[config.mk]
export PLATFORM = sky130hd
export DESIGN_NAME = pellet_renderer
export DESIGN_NICKNAME = d
export VERILOG_FILES = /design/src/rtl/pellet_renderer.sv
export SDC_FILE = /design/constraint.sdc
export NUM_CORES = 1
export LEC_CHECK = 0
export CAP_MARGIN = 25
export CORE_MARGIN = 3
export CORE_UTILIZATION = 42
export CTS_CLUSTER_DIAMETER = 80
export DETAILED_ROUTE_END_ITERATION = 7
export PLACE_DENSITY = 0.67
export SLEW_MARGIN = 20
export SYNTH_ARGS = -nofsm -noshare
export SYNTH_HDL_FRONTEND = slang
export SYNTH_SLANG_ARGS = --single-unit
export TNS_END_PERCENT = 1
[constraint.sdc]
create_clock -name clk -period 3.75 [get_ports clk]
set_clock_uncertainty 0.15 [all_clocks]
set_input_delay 0.75 -clock clk [delete_from_list [all_inputs] [get_ports clk]]
set_output_delay 0.75 -clock clk [all_outputs]
set_load 0.01 [all_outputs]
[src/rtl/pellet_renderer.sv]
// pellet_renderer
// Pixel-side consumer of the 64-bit pellet occupancy map.
// Once per frame the map is snapshotted; the snapshot then answers the VGA
// pixel stream with a two-stage pipelined "pellet here" bit, while a small
// FSM walks the snapshot one bit per cycle to count remaining pellets and
// pulse level_clear on a nonzero-to-zero transition between completed scans.
//
// Ports:
//   clk           pixel clock
//   rst_n         asynchronous active-low reset
//   pellet_arr    occupancy map, index = row*8 + col, 1 = pellet present
//   frame_start   one-cycle pulse after the last visible line
//   hcount/vcount current pixel coordinates
//   pix_valid     hcount/vcount describe a visible pixel
//   pellet_pix    pellet colour select for the pixel presented 2 cycles ago
//   pix_valid_out pix_valid delayed 2 cycles
//   pellets_left  pellet count of the latest completed scan (0..64)
//   level_clear   one-cycle pulse when the board became empty
module pellet_renderer #(
  parameter int CELL_PX   = 32,
  parameter int PELLET_PX = 8,
  parameter int MAZE_X0   = 192,
  parameter int MAZE_Y0   = 112
) (
  input  logic        clk,
  input  logic        rst_n,
  input  logic [0:63] pellet_arr,
  input  logic        frame_start,
  input  logic [9:0]  hcount,
  input  logic [9:0]  vcount,
  input  logic        pix_valid,
  output logic        pellet_pix,
  output logic        pix_valid_out,
  output logic [6:0]  pellets_left,
  output logic        level_clear
);

  localparam int CELL_LG = $clog2(CELL_PX);
  localparam int WIN_LO  = (CELL_PX - PELLET_PX) / 2;
  localparam int WIN_HI  = (CELL_PX + PELLET_PX) / 2 - 1;
  localparam logic [CELL_LG-1:0] WIN_LO_C  = CELL_LG'(WIN_LO);
  localparam logic [CELL_LG-1:0] WIN_HI_C  = CELL_LG'(WIN_HI);
  localparam logic [10:0]        MAZE_W_C  = 11'(8 * CELL_PX);

  typedef enum logic [1:0] {
    ST_IDLE = 2'd0,
    ST_SCAN = 2'd1,
    ST_DONE = 2'd2
  } state_t;

  logic [0:63]        snap_r;
  logic [10:0]        dx_s;
  logic [10:0]        dy_s;
  logic               in_maze_s;
  logic [5:0]         cell_idx_s;
  logic               pel_bit_s;

  logic               valid_s1_r;
  logic               hit_s1_r;
  logic [CELL_LG-1:0] ox_s1_r;
  logic [CELL_LG-1:0] oy_s1_r;
  logic               pellet_pix_r;
  logic               pix_valid_out_r;

  state_t             state_r;
  logic [5:0]         idx_r;
  logic [6:0]         acc_r;
  logic [6:0]         pellets_left_r;
  logic               level_clear_r;
  logic               armed_r;

  // Maze-relative coordinates and cell lookup for the incoming pixel.
  always_comb begin
    dx_s       = {1'b0, hcount} - 11'(MAZE_X0);
    dy_s       = {1'b0, vcount} - 11'(MAZE_Y0);
    // Negative offsets wrap to large unsigned values, so one unsigned
    // compare per axis covers both bounds.
    in_maze_s  = (dx_s < MAZE_W_C) && (dy_s < MAZE_W_C);
    cell_idx_s = {dy_s[CELL_LG+2:CELL_LG], dx_s[CELL_LG+2:CELL_LG]};
    pel_bit_s  = snap_r[cell_idx_s];
  end

  // Frame snapshot of the occupancy map.
  always_ff @(posedge clk or negedge rst_n) begin
    if (!rst_n) begin
      snap_r <= 64'd0;
    end else if (frame_start) begin
      snap_r <= pellet_arr;
    end
  end

  // Pixel pipeline: stage 1 locates the cell, stage 2 applies the pellet window.
  always_ff @(posedge clk or negedge rst_n) begin
    if (!rst_n) begin
      valid_s1_r      <= 1'b0;
      hit_s1_r        <= 1'b0;
      ox_s1_r         <= '0;
      oy_s1_r         <= '0;
      pellet_pix_r    <= 1'b0;
      pix_valid_out_r <= 1'b0;
    end else begin
      valid_s1_r      <= pix_valid;
      hit_s1_r        <= in_maze_s & pel_bit_s;
      ox_s1_r         <= dx_s[CELL_LG-1:0];
      oy_s1_r         <= dy_s[CELL_LG-1:0];
      pix_valid_out_r <= valid_s1_r;
      pellet_pix_r    <= valid_s1_r & hit_s1_r &
                         (ox_s1_r >= WIN_LO_C) & (ox_s1_r <= WIN_HI_C) &
                         (oy_s1_r >= WIN_LO_C) & (oy_s1_r <= WIN_HI_C);
    end
  end

  // Pellet count FSM: one snapshot bit per cycle, result published in DONE.
  always_ff @(posedge clk or negedge rst_n) begin
    if (!rst_n) begin
      state_r        <= ST_IDLE;
      idx_r          <= 6'd0;
      acc_r          <= 7'd0;
      pellets_left_r <= 7'd0;
      level_clear_r  <= 1'b0;
      armed_r        <= 1'b0;
    end else begin
      level_clear_r <= 1'b0;
      case (state_r)
        ST_IDLE: begin
          if (frame_start) begin
            idx_r   <= 6'd0;
            acc_r   <= 7'd0;
            state_r <= ST_SCAN;
          end
        end
        ST_SCAN: begin
          if (frame_start) begin
            // New snapshot arrives this edge: abandon the partial count.
            idx_r <= 6'd0;
            acc_r <= 7'd0;
          end else begin
            acc_r <= acc_r + {6'd0, snap_r[idx_r]};
            idx_r <= idx_r + 6'd1;
            if (idx_r == 6'd63) begin
              state_r <= ST_DONE;
            end
          end
        end
        ST_DONE: begin
          pellets_left_r <= acc_r;
          level_clear_r  <= (acc_r == 7'd0) && armed_r;
          // Only a nonzero completed scan arms the next empty-board pulse.
          armed_r        <= (acc_r != 7'd0);
          if (frame_start) begin
            idx_r   <= 6'd0;
            acc_r   <= 7'd0;
            state_r <= ST_SCAN;
          end else begin
            state_r <= ST_IDLE;
          end
        end
        default: begin
          state_r <= ST_IDLE;
        end
      endcase
    end
  end

  assign pellet_pix    = pellet_pix_r;
  assign pix_valid_out = pix_valid_out_r;
  assign pellets_left  = pellets_left_r;
  assign level_clear   = level_clear_r;

endmodule
==> metrics.cfg, run 1 <==
[placement]
routabilityCongestion = 0.786
portBuffers = 93
placed_area_um2 = 6020
dp_hpwl_mm = 7.67

[final_layout]
area_delta_synth_final_pct = 27.1
nNetsFinal = 530
drive_gt1_frac = 0.293
antennaDiodeCount = 0
finish.utilization = 0.549
final_cell_area_um2 = 6330

[routing]
routed_wl_mm = 10.5
drc = 0
ant_nets = 0
dr.pass1.iters = 4
wire_per_inst_um = 18.0
num_vias = 3271
via_per_inst = 5.60
drt_iter0_markers = 165

[grt]
grt_pass1_wl_mm = 17.2
overflow = 0
grt_max_degree = 55
grt_pass1_vias = 3342
grt_usage = 0.166
antenna_found_initial = 0

[floorplan]
rows = 39
die-width_um = 115
io_pins = 98
die_area_um2 = 13200
initial_core_util = 0.432
core_area_um2 = 11500
die_y_um = 115

[synth]
ys.flop_type = dfrtp_1
ys_seq_area_frac = 0.493
synth_edf_count = 0
synth_commonest_cells = dfrtp_1, mux2_2, mux4_2, nand2_1, o21ai_0
synth.area.top_cells = dfrtp_1, mux2_2, mux4_2
synth_cells = 344
yosysUniqueCellTypes = 39
synth-async-reset-ratio = 1.00
syn_avg_cell_area_um2 = 14.5
syn_area_um2 = 4980
synth_warnings = 0
netlist.area_leader.share = 0.493
yosysTopAreaCell = dfrtp_1
syn_nets = 438
synth.most_common_cell = dfrtp_1
synth-seq-cells = 98

[power_and_ir_drop]
swShare = 0.246
power.switching_uw = 643
clock_power_share = 0.364
p_comb_frac = 0.174
ir_drop_mv = 0.338
pwr-share-seq = 0.462
p_int_mw = 1.97
powerDensity_nw_per_um2 = 413
p_leak_nw = 2.58

[worst_setup_path]
crit_type = reg -> reg
crit_slowest_cell = mux4_1
start_kind = register
endpoint_kind = register
cp.required_ps = 3820
path_max_fanout = 20
cp.arrival_ps = 3170
cpPeakStageDelay_ps = 610
path_cells = buf_4 > mux4_1 > mux4_2 > nand3_1 > nand4_1 > ha_1 > ha_1 > nand3_1 > xor2_1 > o21ai_0

[timing]
tightest_slew_ps = 677
grt_setup_unrepaired = no
period_minus_slack_ps = 3110
setup_violations = 0
hold_viol = 0
drv_slew = 0
fin_crit_sh = 0.828
slew_headroom = 0.549
fmax_mhz = 322
tns_ps = 0

[cts]
cts-htree-levels = 3
clock_latency_ps = 340
cts_tree = yes
ctsHoldBuffers = 0
clockBufferDepth = 2
path_clk_slew_ps = 70
cts.sinks = 98
cts_buffers = 9
cts_setup_buffers = 0
ctsResizeCount = 0
root_buffer = clkbuf_16

[run_status]
status = finished clean

[hold_path]
hp-class = reg -> reg

[job]
max-cap-violations = 0

-- worst max-delay path, delay by kind of cell (launching register included) --
kind / cells / cell delay (ps)
adder cells (fa/ha/maj): 2 / 470
AO/OA/AOI/OAI: 1 / 80
AND/OR/NAND/NOR: 3 / 390
multiplexers: 2 / 1110
buffers and inverters: 1 / 320
XOR/XNOR: 1 / 140
flip-flops: 1 / 330
-- logic make-up after synthesis --
| kind of cell | after synthesis | share of synthesized area |
|---|---|---|
| simple gates | 59 | 0.0588 |
| mux | 114 | 0.350 |
| flops | 98 | 0.493 |
| compound gates | 34 | 0.0397 |
| fa+ha+maj | 6 | 0.0151 |
| xor+xnor | 7 | 0.0123 |
| buf+inv | 26 | 0.0317 |
-- per-layer routing --
layer	wire [um]	track usage	part of all wire	vias up
li1	-	-	-	1499
met1	4640	0.225	0.44	1683
met2	5290	0.277	0.50	83
met3	490	0.0311	0.047	6
met4	96	0.0446	0.0091	0
met5	0	0	0	-
-- per-stage QoR --
stage / power, mW / cells / worst slack (ps) / hold slack, ps
floorplan: 1.50 / 344 / 952 / 204
global placement: 1.67 / 568 / 426 / 212
detailed placement: 1.69 / 568 / 367 / 222
CTS: 2.65 / 584 / 622 / 239
global route: 2.74 / 584 / 477 / 253
finish: 2.62 / 584 / 644 / 237
-- placed cells by master (no fill, tap or decap), types with 2 or more instances in the layout --
cell             instances
dfrtp_1                 98
clkdlybuf4s50_1         91
mux2_2                  72
mux4_2                  24
nand2_1                 18
o21ai_0                 18
nor2_1                  12
buf_4                   12
mux4_1                  11
clkbuf_16                9
nand3_1                  6
ha_1                     6
mux2i_1                  5
xor2_1                   5
nand4_1                  4
a21oi_1                  4
nor3_1                   4
a31oi_1                  4
inv_1                    3
nand2b_1                 3
nor4_1                   3
a22o_1                   3
clkinvlp_4               3
xnor2_1                  2
o22ai_1                  2
mux4_4                   2
and3_1                   2
-- area by class of cell --
class / count / area, um^2
repair buffers: 104 / 1010
clock inverters: 6 / 72.6
multi-input cells: 220 / 2370
well taps: 143 / 179
clock buffers: 10 / 239
inverters: 3 / 11.3
flip-flops and latches: 98 / 2450
fillers: 964 / 5190
-- state kept, by name (all words and copies together), names as in the netlist, 2 cells and up --
name / flops
oy_s1_r: 3
ox_s1_r: 3
pellets_left: 7
idx_r: 6
state_r: 2
snap_r: 64
acc_r: 7
-- power groups by stage --
stage	Sequential, mW	Clock (mW)	Combinational, mW
finish	1.21	0.953	0.454
global route	1.22	1.03	0.493
CTS	1.21	0.976	0.462
detailed placement	1.23	0	0.460
global placement	1.23	0	0.449
floorplan	1.20	0	0.296
-- final timing paths --
path / start / end / slack, ps / cells past startpoint
worst max-delay path: idx_r[0] / acc_r[4] / 640 / 10
worst min-delay path: valid_s1_r / pix_valid_out / 240 / 0
worst max register to register: idx_r[0] / acc_r[4] / 640 / 10
worst min register to register: valid_s1_r / pix_valid_out / 240 / 0
max in group asynchronous: rst_n / snap_r[28] / 2340 / 2
min in group asynchronous: rst_n / ox_s1_r[3] / 300 / 1
Power figures use the tool's default switching activity.
==> inputs of run 2 (changes only) <==
- clock period: 3.75 -> 3.05 ns (I/O delays scaled with it)
==> metrics.cfg, run 2 (same netlist as run 1, synthesis figures left out) <==
[run_status]
status = finished clean  ; unchanged

[grt]
overflow = 0  ; unchanged
grt_usage = 0.171  ; was 0.166
grt_max_degree = 66  ; was 55
antenna_found_initial = 0  ; unchanged
grt_pass1_vias = 3374  ; was 3342
grt_pass1_wl_mm = 17.4  ; was 17.2 mm

[timing]
setup_violations = 0  ; unchanged
hold_viol = 0  ; unchanged
slew_headroom = 0.570  ; was 0.549
worst_hold_slack_ps = 126  ; was 237 ps
period_minus_slack_ps = 2880  ; was 3110 ps
fin_crit_sh = 0.945  ; was 0.828
grt_setup_unrepaired = no  ; unchanged
drv_slew = 0  ; unchanged
fmax_mhz = 347  ; was 322 MHz
tns_ps = 0  ; unchanged
tightest_slew_ps = 646  ; was 677 ps

[power_and_ir_drop]
powerDensity_nw_per_um2 = 490  ; was 413 nW/um^2
power_mw = 3.14  ; was 2.62 mW
ir_drop_mv = 0.260  ; was 0.338 mV
p_leak_nw = 2.61  ; was 2.58 nW

[cts]
cts.sinks = 98  ; unchanged
cts-htree-levels = 3  ; unchanged
cts_setup_buffers = 0  ; unchanged
cts_buffers = 9  ; unchanged
path_clk_slew_ps = 70  ; about the same
clock_latency_ps = 340  ; about the same
root_buffer = clkbuf_16  ; unchanged
cts_tree = yes  ; unchanged
ctsHoldBuffers = 0  ; unchanged
clockBufferDepth = 2  ; unchanged

[placement]
routabilityCongestion = 0.776  ; was 0.786
portBuffers = 93  ; unchanged
dp_hpwl_mm = 7.77  ; was 7.67 mm

[floorplan]
io_pins = 98  ; unchanged
rows = 39  ; unchanged
initial_core_util = 0.432  ; unchanged
die_area_um2 = 13200  ; unchanged
die-width_um = 115  ; unchanged
core_area_um2 = 11500  ; unchanged
die_y_um = 115  ; unchanged

[routing]
via_per_inst = 5.62  ; was 5.60
dr.pass1.iters = 4  ; unchanged
drt_iter0_markers = 189  ; was 165
routed_wl_mm = 10.8  ; was 10.5 mm
ant_nets = 0  ; unchanged
num_vias = 3296  ; was 3271
drc = 0  ; unchanged
wire_per_inst_um = 18.5  ; was 18.0 um

[job]
max-cap-violations = 0  ; unchanged

[worst_setup_path]
rrSetupSlack_ps = 170  ; was 640 ps
cp.required_ps = 3130  ; was 3820 ps
start_kind = register  ; unchanged
reg2reg_from = idx_r[0]  ; unchanged
cp.arrival_ps = 2960  ; was 3170 ps
r2r-end = acc_r[4]  ; unchanged
r2r_cells = 10  ; unchanged
crit_type = reg -> reg  ; unchanged
endpoint_kind = register  ; unchanged
path_max_fanout = 5  ; was 20

[final_layout]
nNetsFinal = 532  ; was 530
layout_common_cells = dfrtp_1, clkdlybuf4s50_1, mux2_2, mux4_2  ; unchanged
mostFrequentLayoutCell = dfrtp_1  ; unchanged
drive_gt1_frac = 0.298  ; was 0.293
fillers = 978  ; was 964
finish.utilization = 0.557  ; was 0.549
regMostFlops = snap_r  ; unchanged
largest_reg_flops = 64  ; unchanged
area_delta_synth_final_pct = 28.8  ; was 27.1%
antennaDiodeCount = 0  ; unchanged

[hold_path]
hp-class = in -> async  ; was reg -> reg

==> run 2: metal layers <==
metal | up-vias | track usage | share of wire
li1 | 1504 | - | -
met1 | 1689 | 0.221 | 0.42
met2 | 93 | 0.291 | 0.51
met3 | 10 | 0.0347 | 0.050
met4 | 0 | 0.0540 | 0.013
met5 | - | 0 | 0
==> run 2: how the worst max path moves through the flow <==
stage	start	end	slack, ps	cells past startpoint
global route	idx_r[0]	acc_r[4]	20	10
global placement	hcount[5]	hit_s1_r	130	6
CTS	idx_r[0]	acc_r[4]	100	10
finish	idx_r[0]	acc_r[4]	170	10
floorplan	idx_r[1]	acc_r[4]	250	11
detailed placement	idx_r[0]	acc_r[4]	110	10
==> run 2: critical path, stage by stage, from the launching register on <==
cell and delay, ps:
dfrtp_2 450, buf_12 140, mux4_1 540, mux4_2 490
nand3_1 100, nand4_1 140, ha_1 220, ha_2 200
nand3_1 100, xor2_1 140, o21ai_0 80
==> run 2: cell type report <==
type                       instances  area (um^2)  share of cell area
sequential                        98         2450               0.383
multi-input combinational        220         2370               0.370
timing repair buffer             106         1120               0.174
clock buffer                      10          229              0.0357
tap                              143          179              0.0279
clock inverter                     6         50.0             0.00781
inverter                           3         11.3             0.00176
==> run 2: metrics by stage <==
stage               cells  cell area [um^2]  setup WS, ps
floorplan             344              4980           252
global placement      568              6080           130
detailed placement    568              6080           110
CTS                   584              6360          97.0
global route          586              6410          15.9
finish                586              6410           167
==> run 2: what timing repair did <==
| item | in CTS | in global routing |
|---|---|---|
| resized for setup | 0 | 2 |
| setup endpoints to repair | 0 | 1 |
| endpoints found under the hold margin | 0 | 0 |
==> run 2: report_power, final <==
group          switching (mW)  internal (mW)
logic                   0.200          0.376
registers              0.0923           1.40
clock network           0.506          0.563
